$ cat src/rtl/chnl_trig_smpl.sv
// Comparator-pair channel resolver with hysteresis, decimation and an
// arm/trigger/post-trigger capture sequencer feeding the capture RAM writer.
module chnl_trig_smpl #(
   parameter int unsigned POST_W = 9,
   parameter int unsigned DEC_W  = 4
) (
   input  logic              smpl_clk,
   input  logic              rst_n,
   input  logic              CH1L,
   input  logic              CH1H,
   input  logic              CH2L,
   input  logic              CH2H,
   input  logic              CH3L,
   input  logic              CH3H,
   input  logic              CH4L,
   input  logic              CH4H,
   input  logic              CH5L,
   input  logic              CH5H,
   input  logic [DEC_W-1:0]  decimator,
   input  logic [2:0]        trig_src,
   input  logic              trig_pos_edge,
   input  logic [POST_W-1:0] post_cnt,
   input  logic              arm,
   output logic [4:0]        smpl,
   output logic              smpl_vld,
   output logic              armed,
   output logic              triggered,
   output logic              capt_done,
   output logic              thr_err
);

   localparam int unsigned CntW = (1 << DEC_W) - 1;

   typedef enum logic [1:0] {StIdle, StArmed, StPost, StDone} state_e;

   logic [4:0]        l_raw, h_raw;
   logic [4:0]        l_s1_q, l_s2_q, h_s1_q, h_s2_q;
   logic [4:0]        level_q, level_d;
   logic              thr_err_q, thr_err_d;
   logic [4:0]        smpl_q, smpl_d;
   logic              smpl_vld_q, smpl_vld_d;
   logic [CntW-1:0]   cnt_q, cnt_d;
   logic [CntW-1:0]   dec_mask;
   logic              strb;
   logic [POST_W-1:0] post_q, post_d;
   logic              triggered_q, triggered_d;
   state_e            state_q, state_d;
   logic              sel_prev, sel_next, trig_forced, trig_hit;

   assign l_raw = {CH5L, CH4L, CH3L, CH2L, CH1L};
   assign h_raw = {CH5H, CH4H, CH3H, CH2H, CH1H};

   // Hysteresis band holds the level; an inverted pair holds and flags.
   always_comb begin
      level_d   = level_q;
      thr_err_d = thr_err_q;
      for (int i = 0; i < 5; i++) begin
         if (h_s2_q[i] && l_s2_q[i]) begin
            level_d[i] = 1'b1;
         end else if (!h_s2_q[i] && !l_s2_q[i]) begin
            level_d[i] = 1'b0;
         end else if (h_s2_q[i] && !l_s2_q[i]) begin
            thr_err_d = 1'b1;
         end
      end
   end

   always_comb begin
      dec_mask = '0;
      for (int i = 0; i < CntW; i++) begin
         dec_mask[i] = (i < int'(decimator));
      end
   end

   assign strb   = &(cnt_q | ~dec_mask);
   assign smpl_d = strb ? level_d : smpl_q;

   always_comb begin
      sel_prev    = 1'b0;
      sel_next    = 1'b0;
      trig_forced = 1'b0;
      case (trig_src)
         3'd1:    begin sel_prev = smpl_q[0]; sel_next = smpl_d[0]; end
         3'd2:    begin sel_prev = smpl_q[1]; sel_next = smpl_d[1]; end
         3'd3:    begin sel_prev = smpl_q[2]; sel_next = smpl_d[2]; end
         3'd4:    begin sel_prev = smpl_q[3]; sel_next = smpl_d[3]; end
         3'd5:    begin sel_prev = smpl_q[4]; sel_next = smpl_d[4]; end
         default: trig_forced = 1'b1;
      endcase
   end

   assign trig_hit = trig_forced ||
                     (trig_pos_edge ? (!sel_prev && sel_next) : (sel_prev && !sel_next));

   always_comb begin
      state_d     = state_q;
      post_d      = post_q;
      triggered_d = triggered_q;
      cnt_d       = cnt_q + CntW'(1);
      smpl_vld_d  = 1'b0;
      case (state_q)
         StIdle, StDone: begin
            if (arm) begin
               state_d     = StArmed;
               triggered_d = 1'b0;
               cnt_d       = '0;
            end
         end
         StArmed: begin
            if (strb) begin
               smpl_vld_d = 1'b1;
               if (trig_hit) begin
                  triggered_d = 1'b1;
                  post_d      = post_cnt;
                  state_d     = (post_cnt == '0) ? StDone : StPost;
               end
            end
         end
         StPost: begin
            if (strb) begin
               smpl_vld_d = 1'b1;
               post_d     = post_q - POST_W'(1);
               if (post_q == POST_W'(1)) begin
                  state_d = StDone;
               end
            end
         end
         default: state_d = StIdle;
      endcase
   end

   always_ff @(posedge smpl_clk) begin
      if (!rst_n) begin
         l_s1_q      <= '0;
         l_s2_q      <= '0;
         h_s1_q      <= '0;
         h_s2_q      <= '0;
         level_q     <= '0;
         thr_err_q   <= 1'b0;
         smpl_q      <= '0;
         smpl_vld_q  <= 1'b0;
         cnt_q       <= '0;
         post_q      <= '0;
         triggered_q <= 1'b0;
         state_q     <= StIdle;
      end else begin
         l_s1_q      <= l_raw;
         l_s2_q      <= l_s1_q;
         h_s1_q      <= h_raw;
         h_s2_q      <= h_s1_q;
         level_q     <= level_d;
         thr_err_q   <= thr_err_d;
         smpl_q      <= smpl_d;
         smpl_vld_q  <= smpl_vld_d;
         cnt_q       <= cnt_d;
         post_q      <= post_d;
         triggered_q <= triggered_d;
         state_q     <= state_d;
      end
   end

   assign smpl      = smpl_q;
   assign smpl_vld  = smpl_vld_q;
   assign armed     = (state_q == StArmed);
   assign triggered = triggered_q;
   assign capt_done = (state_q == StDone);
   assign thr_err   = thr_err_q;

endmodule
$ cat config.mk
export PLATFORM = sky130hd
export DESIGN_NAME = chnl_trig_smpl
export DESIGN_NICKNAME = d
export VERILOG_FILES = /design/src/rtl/chnl_trig_smpl.sv
export SDC_FILE = /design/constraint.sdc
export NUM_CORES = 1
export LEC_CHECK = 0
export BUFFER_PORTS_ARGS = -buffer_cell sky130_fd_sc_hd__buf_4
export CORE_ASPECT_RATIO = 0.75
export CORE_MARGIN = 2
export CORE_UTILIZATION = 30
export DETAILED_ROUTE_END_ITERATION = 6
export GPL_ROUTABILITY_DRIVEN = 0
export GPL_TIMING_DRIVEN = 0
export PLACE_DENSITY = 0.55
export SLEW_MARGIN = 20
export SYNTH_ARGS = -nofsm -noshare
export SYNTH_HDL_FRONTEND = slang
export SYNTH_SLANG_ARGS = --single-unit
$ cat constraint.sdc
create_clock -name smpl_clk -period 3.15 [get_ports smpl_clk]
set_clock_uncertainty 0.2 [all_clocks]
set_input_delay 0 -clock smpl_clk [delete_from_list [all_inputs] [get_ports smpl_clk]]
set_output_delay 0 -clock smpl_clk [all_outputs]
set_load 0.01 [all_outputs]
==> results of run 1 <==
-- layout by cell type, fill, tap and decap left out, drive strengths merged, types with 10 or more instances in the layout --
cell type     n
o21ai        11
nor2         25
dfxtp        59
nand3        21
inv          16
dlygate4sd3  21
buf          41
clkbuf       18
and2         26
nand2        13
a21oi        13
mux2i        10
nor3         12
-- stage by stage --
stage                     utilization [%]  std cells
after floorplan                         -        307
after global placement               35.6        458
after detailed placement             35.6        458
after CTS                            41.0        495
after global routing                 41.0        495
final                                41.0        495
-- state kept, by name, summed over array words and instances (netlist names) --
name / count
cnt_q: 15
h_s1_q: 5
h_s2_q: 5
l_s1_q: 5
l_s2_q: 5
level_q: 5
post_q: 9
smpl: 5
smpl_vld: 1
state_q: 2
thr_err: 1
triggered: 1
-- Yosys cell counts (4+ instances only) --
master and number:
nor2_1 25, nor2b_1 6, and2_1 26, a21oi_1 12
xor2_1 9, dfxtp_1 59, nor3_1 12, nand3_1 21
nand2_1 13, o31ai_1 4, o21ai_0 11, mux2i_1 10
or3_1 4, clkbuf_1 7, ha_1 6, xnor2_1 5
a21boi_0 5, nand2b_1 5, inv_1 16
-- power breakdown --
group | total [mW] | internal (mW) | switching, mW
registers | 0.901 | 0.827 | 0.0739
logic | 0.831 | 0.365 | 0.465
clock network | 0.896 | 0.554 | 0.342
total | 2.63 | 1.75 | 0.882
-- metal layers --
layer	up-vias	routed length [um]	global-route usage, %
met5	-	0	0
met3	6	301	4.59
met2	52	2920	22.4
met1	1080	3400	18.7
li1	1220	-	-
met4	0	70	4.71
-- path summary, 6_finish.rpt --
| kind | depth (start not counted) | endpoint | from | slack (ns) |
|---|---|---|---|---|
| setup / recovery | 8 | post_q[6] | cnt_q[3] | 0.54 |
| hold / removal | 4 | smpl_vld | decimator[3] | 0.01 |
| setup reg to reg | 8 | post_q[6] | cnt_q[3] | 0.54 |
| hold reg to reg | 1 | l_s2_q[2] | l_s1_q[2] | 0.23 |
-- timing repair --
action / in CTS / in global routing
endpoints found under the hold margin: 28 / 0
hold buffers: 21 / 0
buffers inserted: 0 / 0
-- cell families after synthesis --
kind of cell / after synthesis
adder cells (fa/ha/maj): 11
flip-flops: 59
buffers and inverters: 25
AND/OR/NAND/NOR: 132
XOR/XNOR: 14
AO/OA/AOI/OAI: 53
multiplexers: 13
-- area by class of cell --
class | count | area (sq um) | share of cell area [%]
multi-input cells | 223 | 1490 | 40.3
flip-flops and latches | 59 | 1180 | 32.0
repair buffers | 60 | 503 | 13.6
clock buffers | 11 | 243 | 6.57
well taps | 112 | 140 | 3.79
inverters | 16 | 60.1 | 1.63
plain buffers | 9 | 41.3 | 1.12
clock inverters | 5 | 38.8 | 1.05
-- critical path, cell delays in order (launching register included) --
cell and delay (ns):
dfxtp_1 0.43, and3_1 0.21, nand3_1 0.10, a221oi_2 0.36, nand4_4 0.28, a21o_1 0.23
clkbuf_1 0.25, o31ai_1 0.32, a21oi_1 0.09
==> results.cfg, run 1 <==
[clock_network]
clk_latency_ns = 0.32
clk_path_buf_depth = 2
cts_buffers = 9
cts_htree_levels = 3
cts_resized = 0
clock_sinks = 59
clk_pin_slew_ns = 0.05
ctsRootBufferMaster = clkbuf_16
cts_tree = done

[timing]
worst_slew_pin_slew_ns = 0.630
rsz0062_at_grt = false
maxSlewHeadroom_pct = 57.6
finalWorstSetupSlack_ns = 0.537
setup_viol = 0
final.min_clock_period_ns = 2.61
hold_viol = 0
setup_tns_ns = 0
timing.hold.ws_ns = 0.0116
fmax_mhz = 383
slew_viol_final = 0
fin_crit_sh_pct = 82.9

[final_layout]
diodes = 0
fin_nets = 414
area_growth_pct = 33.4
fill_cells = 905
drive_above_1_share_pct = 18.8
final_cell_area_sq_mm = 0.00369

[job]
max-cap-violations = 0

[logic_synthesis]
synth_edf_count = 0
yosys_warnings = 0
synth.largest_area_cell = dfxtp_1
synth_compound_area_share_pct = 13.6
synth_area_sq_mm = 0.00277
synth-async-reset-ratio_pct = 0
yosys_register_bits = 59
synth.area.top_cells = dfxtp_1 43%, and2_1 5.9%, nand3_1 3.8%
synth.distinct_cells = 53
synth_fp_nets = 343
synth_xor_area_share_pct = 4.43
synth_mux_area_share_pct = 4.97
syn_area_per_cell_sq_um = 9.02
synth-simple-area-share_pct = 26.1
synth_fa_ha_area_share_pct = 4.65
synth_seq_area_share_pct = 42.6
ys.flop_type = dfxtp_1
postSynthCellCount = 307
yosys.area.top_type_share_pct = 42.6
synth_top_family_by_area = simple AND/OR/NAND/NOR gates

[placed_design]
numPortBuffers = 39
place_area_sq_mm = 0.00320
hpwl_um = 4760
pre_cts_slack_ns = 0.540

[route]
vias = 2358
drtAntennaViolNets = 0
wl_per_cell_um = 13.5
drtIter0Drc = 74
drt_pass1_iterations = 4
viasPerCell = 4.76
drc = 0
wirelength_um = 6690

[floorplan]
fp-row-count = 30
initial_core_util_pct = 30.8
die_h_um = 87.2
die_x_um = 115
die_area_sq_mm = 0.0100
io_pins = 40
core-area_sq_mm = 0.00901

[outcome]
status = finished clean

[grt]
grt_first_pass_wirelength_um = 11100
grt_pass1_vias = 2319
gr-total-overflow = 0
antenna_found_initial = 0
grt_max_degree = 12
track_usage_pct = 14.3

[worst_setup_path]
cp.arrival_ns = 2.59
required_ns = 3.13
startpoint_type = flip-flop
crit_path_max_fanout = 10
crit_type = flip-flop to flip-flop
crit_path_end_kind = flip-flop

[pwr]
irDropWorstVdd_mv = 0.274
powerDensity_mw_per_mm2 = 711
p_leak_nw = 1.48
p_total_mw = 2.63

[min_path]
hold_class = input pin to flip-flop
Power figures use the tool's default switching activity.
==> inputs of run 2 (changes only) <==
--- a/config.mk
+++ b/config.mk
@@ -12,7 +12,7 @@
 export DETAILED_ROUTE_END_ITERATION = 6
 export GPL_ROUTABILITY_DRIVEN = 0
 export GPL_TIMING_DRIVEN = 0
-export PLACE_DENSITY = 0.55
+export PLACE_DENSITY = 0.57
 export SLEW_MARGIN = 20
 export SYNTH_ARGS = -nofsm -noshare
 export SYNTH_HDL_FRONTEND = slang
==> constraint.sdc (replaced) <==
create_clock -name smpl_clk -period 2.3 [get_ports smpl_clk]
set_clock_uncertainty 0.2 [all_clocks]
set_input_delay 0 -clock smpl_clk [delete_from_list [all_inputs] [get_ports smpl_clk]]
set_output_delay 0 -clock smpl_clk [all_outputs]
set_load 0.01 [all_outputs]
==> results.cfg, run 2 (synthesized netlist as in run 1, its figures left out) <==
[route]
viasPerCell = 4.85
drtAntennaViolNets = 0
drc = 0
drtIter0Drc = 103
wl_per_cell_um = 14.0
wirelength_um = 7100
drt_pass1_iterations = 4
vias = 2462

[pwr]
intPower_mw = 2.68
seq_power_share_pct = 31.0
p_comb_share_pct = 35.9
p_sw_mw = 1.35
clockPowerShare_pct = 33.1
p_leak_nw = 1.60
powerDensity_mw_per_mm2 = 1000
irDropWorstVdd_mv = 0.416
swShare_pct = 33.5
p_total_mw = 4.03

[grt]
grt_first_pass_wirelength_um = 11100
gr-total-overflow = 0
grt_max_degree = 11
antenna_found_initial = 0
track_usage_pct = 14.6
grt_pass1_vias = 2240

[final_layout]
fin_nets = 428
fill_cells = 896
final_common_cell = buf_4
drive_above_1_share_pct = 29.8
layout_common_cells = 52 x buf_4, 50 x dfxtp_1, 26 x and2_1
diodes = 0
final_core_util_pct = 44.5
area_growth_pct = 44.6
largest-register = cnt_q
stdcell_count = 508
ff_latch_area_sq_mm = 0.00120
largest_register_ffs = 15
top_regs = cnt_q: 15 flops, post_q: 9 flops
multi_input_area_sq_mm = 0.00166

[min_path]
hp-start = trig_pos_edge
whs_path_depth = 5
hold_class = input pin to flip-flop
min_to = state_q[0]

[worst_setup_path]
required_ns = 2.35
cp.arrival_ns = 2.38
crit_path_top_delay_cell = or4_4
crit_type = flip-flop to flip-flop
crit_path_max_fanout = 4
reg2reg_from = l_s2_q[1]
crit_path_end_kind = flip-flop
startpoint_type = flip-flop
crit_top_cell = nand3b_1
cp_num_buf_inv = 1
r2r_slack_ns = -0.03
cpLargestDelayFamily = simple AND/OR/NAND/NOR gates
r2r_cells = 8
timing.critical_path.cells = maj3_2 -> nand3b_1 -> nand3_2 -> or4_4 -> a32oi_4 -> buf_6 -> nand3b_1 -> a21oi_2
rr_endpoint = state_q[1]
critical_path.max_stage_delay_ns = 0.54

[clock_network]
cts_tree = done
clock_sinks = 59
clk_latency_ns = 0.32
clk_pin_slew_ns = 0.05
cts_htree_levels = 3
ctsRootBufferMaster = clkbuf_16
cts_buffers = 9
clk_path_buf_depth = 2

[floorplan]
io_pins = 40
fp-row-count = 30
die_area_sq_mm = 0.0100
die_h_um = 87.2
die_x_um = 115
core-area_sq_mm = 0.00901
initial_core_util_pct = 30.8

[placed_design]
numPortBuffers = 39
hpwl_um = 4600
dp.cells = 458

[timing]
worst_slew_pin_slew_ns = 0.579
fmax_mhz = 430
slew_viol_final = 0
setup_viol = 1
final.min_clock_period_ns = 2.33
rsz0062_at_grt = true
hold_viol = 0
timing.hold.ws_ns = 0.0525
finalWorstSetupSlack_ns = -0.0275
maxSlewHeadroom_pct = 61.4
fin_crit_sh_pct = 101

[outcome]
status = complete, but fails checks
violations = negative setup slack

[job]
max-cap-violations = 0
run 2: stage by stage:
stage                     TNS [ns]  cell area (sq um)  worst slack, ns
after global placement       -2.05               3210           -0.278
final                      -0.0275               4010          -0.0275
after floorplan                  0               2780          0.00768
after detailed placement     -2.29               3210           -0.308
after CTS                  -0.0278               3870          -0.0196
after global routing        -0.591               4010           -0.121
run 2: power by group through the flow:
stage	clock network, mW	logic [mW]	registers, mW
floorplan	0	0.832	1.23
global placement	0	1.09	1.25
detailed placement	0	1.10	1.25
CTS	1.36	1.30	1.24
global route	1.42	1.57	1.26
finish	1.33	1.44	1.25
run 2: tightest hold or removal path, delay by kind of cell:
family | cells | cell delay [ns]
compound gates | 2 | 0.18
buf+inv | 1 | 0.09
simple gates | 2 | 0.25
run 2: worst max-delay path by stage:
stage	from	cells past startpoint	endpoint	slack [ns]
floorplan	l_s2_q[4]	8	post_q[0]	0.008
global placement	cnt_q[3]	7	post_q[0]	-0.28
detailed placement	cnt_q[3]	7	post_q[0]	-0.31
CTS	h_s2_q[1]	8	state_q[1]	-0.02
global route	l_s2_q[1]	8	state_q[1]	-0.12
finish	l_s2_q[1]	8	state_q[1]	-0.03
run 2: what timing repair did:
item | 4_1_cts | 5_1_grt
cloned | 1 | 1
pin swaps | 18 | 17
endpoints found under the setup margin | 12 | 12
hold buffers | 21 | 0
gates resized for setup | 20 | 23
endpoints found under the hold margin | 28 | 0
setup buffers | 8 | 7
run 2: layout make-up:
| type | count | share of cell area [%] |
|---|---|---|
| plain buffers | 6 | 0.562 |
| clock buffers | 11 | 6.31 |
| clock inverters | 4 | 1.25 |
| inverters | 16 | 1.50 |
| multi-input cells | 225 | 41.4 |
| flip-flops and latches | 59 | 29.9 |
| well taps | 112 | 3.50 |
| repair buffers | 75 | 15.6 |
run 2: routing by layer:
layer	global-route usage [%]	wire [um]	vias up
li1	-	-	1249
met4	5.37	49	0
met5	0	0	-
met1	19.5	3430	1135
met2	21.9	3200	72
met3	5.01	424	6
==> inputs of run 3 (changes only) <==
--- a/config.mk
+++ b/config.mk
@@ -8,11 +8,11 @@
 export BUFFER_PORTS_ARGS = -buffer_cell sky130_fd_sc_hd__buf_4
 export CORE_ASPECT_RATIO = 0.75
 export CORE_MARGIN = 2
-export CORE_UTILIZATION = 30
+export CORE_UTILIZATION = 51
 export DETAILED_ROUTE_END_ITERATION = 6
 export GPL_ROUTABILITY_DRIVEN = 0
 export GPL_TIMING_DRIVEN = 0
-export PLACE_DENSITY = 0.57
+export PLACE_DENSITY = 0.83
 export SLEW_MARGIN = 20
 export SYNTH_ARGS = -nofsm -noshare
 export SYNTH_HDL_FRONTEND = slang
==> results.cfg, run 3 (synthesized netlist as in run 1, its figures left out) <==
[route]
drtAntennaViolNets = 0
wirelength_um = 7830
drc = 0
drtIter0Drc = 332
viasPerCell = 5.72
drt_pass1_iterations = 6
vias = 2721
wl_per_cell_um = 16.4

[clock_network]
ctsRootBufferMaster = clkbuf_8
cts_tree = done
clock_sinks = 59
clk_path_buf_depth = 2
clk_pin_slew_ns = 0.07
cts_htree_levels = 3
clk_latency_ns = 0.36
cts_buffers = 9

[final_layout]
stdcell_count = 476
final_cell_area_sq_mm = 0.00387
final_core_util_pct = 73.2
ff_latch_area_sq_mm = 0.00119
drive_above_1_share_pct = 27.8
fill_cells = 369
area_growth_pct = 39.9
layout_common_cells = 52 x dfxtp_1, 49 x buf_4, 28 x dlygate4sd3_1
final_common_cell = dfxtp_1
largest_register_ffs = 15
multi_input_area_sq_mm = 0.00164
top_regs = cnt_q: 15 flops, post_q: 9 flops
largest-register = cnt_q
fin_nets = 431

[outcome]
status = complete, but fails checks
violations = negative setup slack

[worst_setup_path]
r2r_cells = 8
startpoint_type = flip-flop
crit_type = flip-flop to flip-flop
critical_path.max_stage_delay_ns = 0.38
crit_path_top_delay_cell = dfxtp_2
timing.critical_path.cells = nand4b_1 -> nand4_1 -> a221oi_2 -> nand4_4 -> a32oi_4 -> buf_4 -> a31o_2 -> a21oi_1
crit_path_max_fanout = 7
required_ns = 2.32
cp.arrival_ns = 2.42
crit_path_end_kind = flip-flop

[timing]
finalWorstSetupSlack_ns = -0.0923
rsz0062_at_grt = true
worst_slew_pin_slew_ns = 0.604
setup_viol = 10
maxSlewHeadroom_pct = 59.4
hold_viol = 0
fmax_mhz = 418
setup_tns_ns = -0.548
timing.hold.ws_ns = 0.0161
slew_viol_final = 0
final.min_clock_period_ns = 2.39
fin_crit_sh_pct = 104

[floorplan]
initial_core_util_pct = 52.3
die_x_um = 89.1
fp-row-count = 23
core-area_sq_mm = 0.00530
io_pins = 40
die_h_um = 67.8
die_area_sq_mm = 0.00604

[pwr]
p_sw_mw = 1.45
clockPowerShare_pct = 25.9
intPower_mw = 2.27
irDropWorstVdd_mv = 0.498
p_total_mw = 3.73
powerDensity_mw_per_mm2 = 962
p_comb_share_pct = 40.6
p_leak_nw = 1.56
swShare_pct = 39.0
seq_power_share_pct = 33.5

[placed_design]
place_area_sq_mm = 0.00316
hpwl_um = 4310
pre_cts_slack_ns = -0.276
numPortBuffers = 39
dp.cells = 421

[min_path]
hold_class = input pin to flip-flop
whs_path_depth = 5

[grt]
grt_pass1_vias = 2402
use_met3_pct = 9.65
grt_max_degree = 13
met2_usage_pct = 40.8
antenna_found_initial = 1
track_usage_pct = 25.4
gr-usage-met1_pct = 30.7
grt-busiest-layer = met2
grt_first_pass_wirelength_um = 11300
gr-total-overflow = 0

[job]
max-cap-violations = 0
-- run 3: power groups by stage --
stage | sequential (mW) | clock, mW | combinational [mW]
3_3_place_gp | 1.25 | 0 | 1.06
4_1_cts | 1.23 | 0.969 | 1.26
2_1_floorplan | 1.23 | 0 | 0.832
3_5_place_dp | 1.25 | 0 | 1.09
6_report | 1.25 | 0.964 | 1.51
5_1_grt | 1.26 | 1.02 | 1.59
-- run 3: final timing paths --
kind	from	end	slack (ns)
max reg2reg	cnt_q[6]	state_q[1]	-0.09
min reg2reg	h_s1_q[4]	h_s2_q[4]	0.23
max	cnt_q[6]	state_q[1]	-0.09
min	trig_pos_edge	state_q[0]	0.02
-- run 3: what timing repair did --
action / in CTS / in global routing
hold buffers: 28 / 0
endpoints found under the hold margin: 29 / 0
cloned: 1 / 1
gates resized for setup: 16 / 23
setup endpoints to repair: 12 / 12
pin swaps: 6 / 14
setup buffers: 4 / 7
-- run 3: final cells by class --
class / count / share of cell area [%]
clock buffers: 9 / 3.20
repair buffers: 78 / 17.0
inverters: 16 / 1.55
diodes: 1 / 0.0646
well taps: 75 / 2.42
multi-input cells: 225 / 42.3
plain buffers: 6 / 0.613
clock inverters: 7 / 1.97
flip-flops and latches: 59 / 30.8
-- run 3: layer usage --
layer	wire length, um	share of wire, %	up-vias
met5	0	0	-
met4	347	4.4	0
met3	642	8.2	44
met2	3700	47	157
met1	3150	40	1263
li1	-	-	1257
-- run 3: worst max-delay path, delay by kind of cell, from the launching register on --
kind,cells,cell delay (ns)
buffers and inverters,1,0.19
flip-flops,1,0.38
AO/OA/AOI/OAI,4,0.86
AND/OR/NAND/NOR,3,0.64
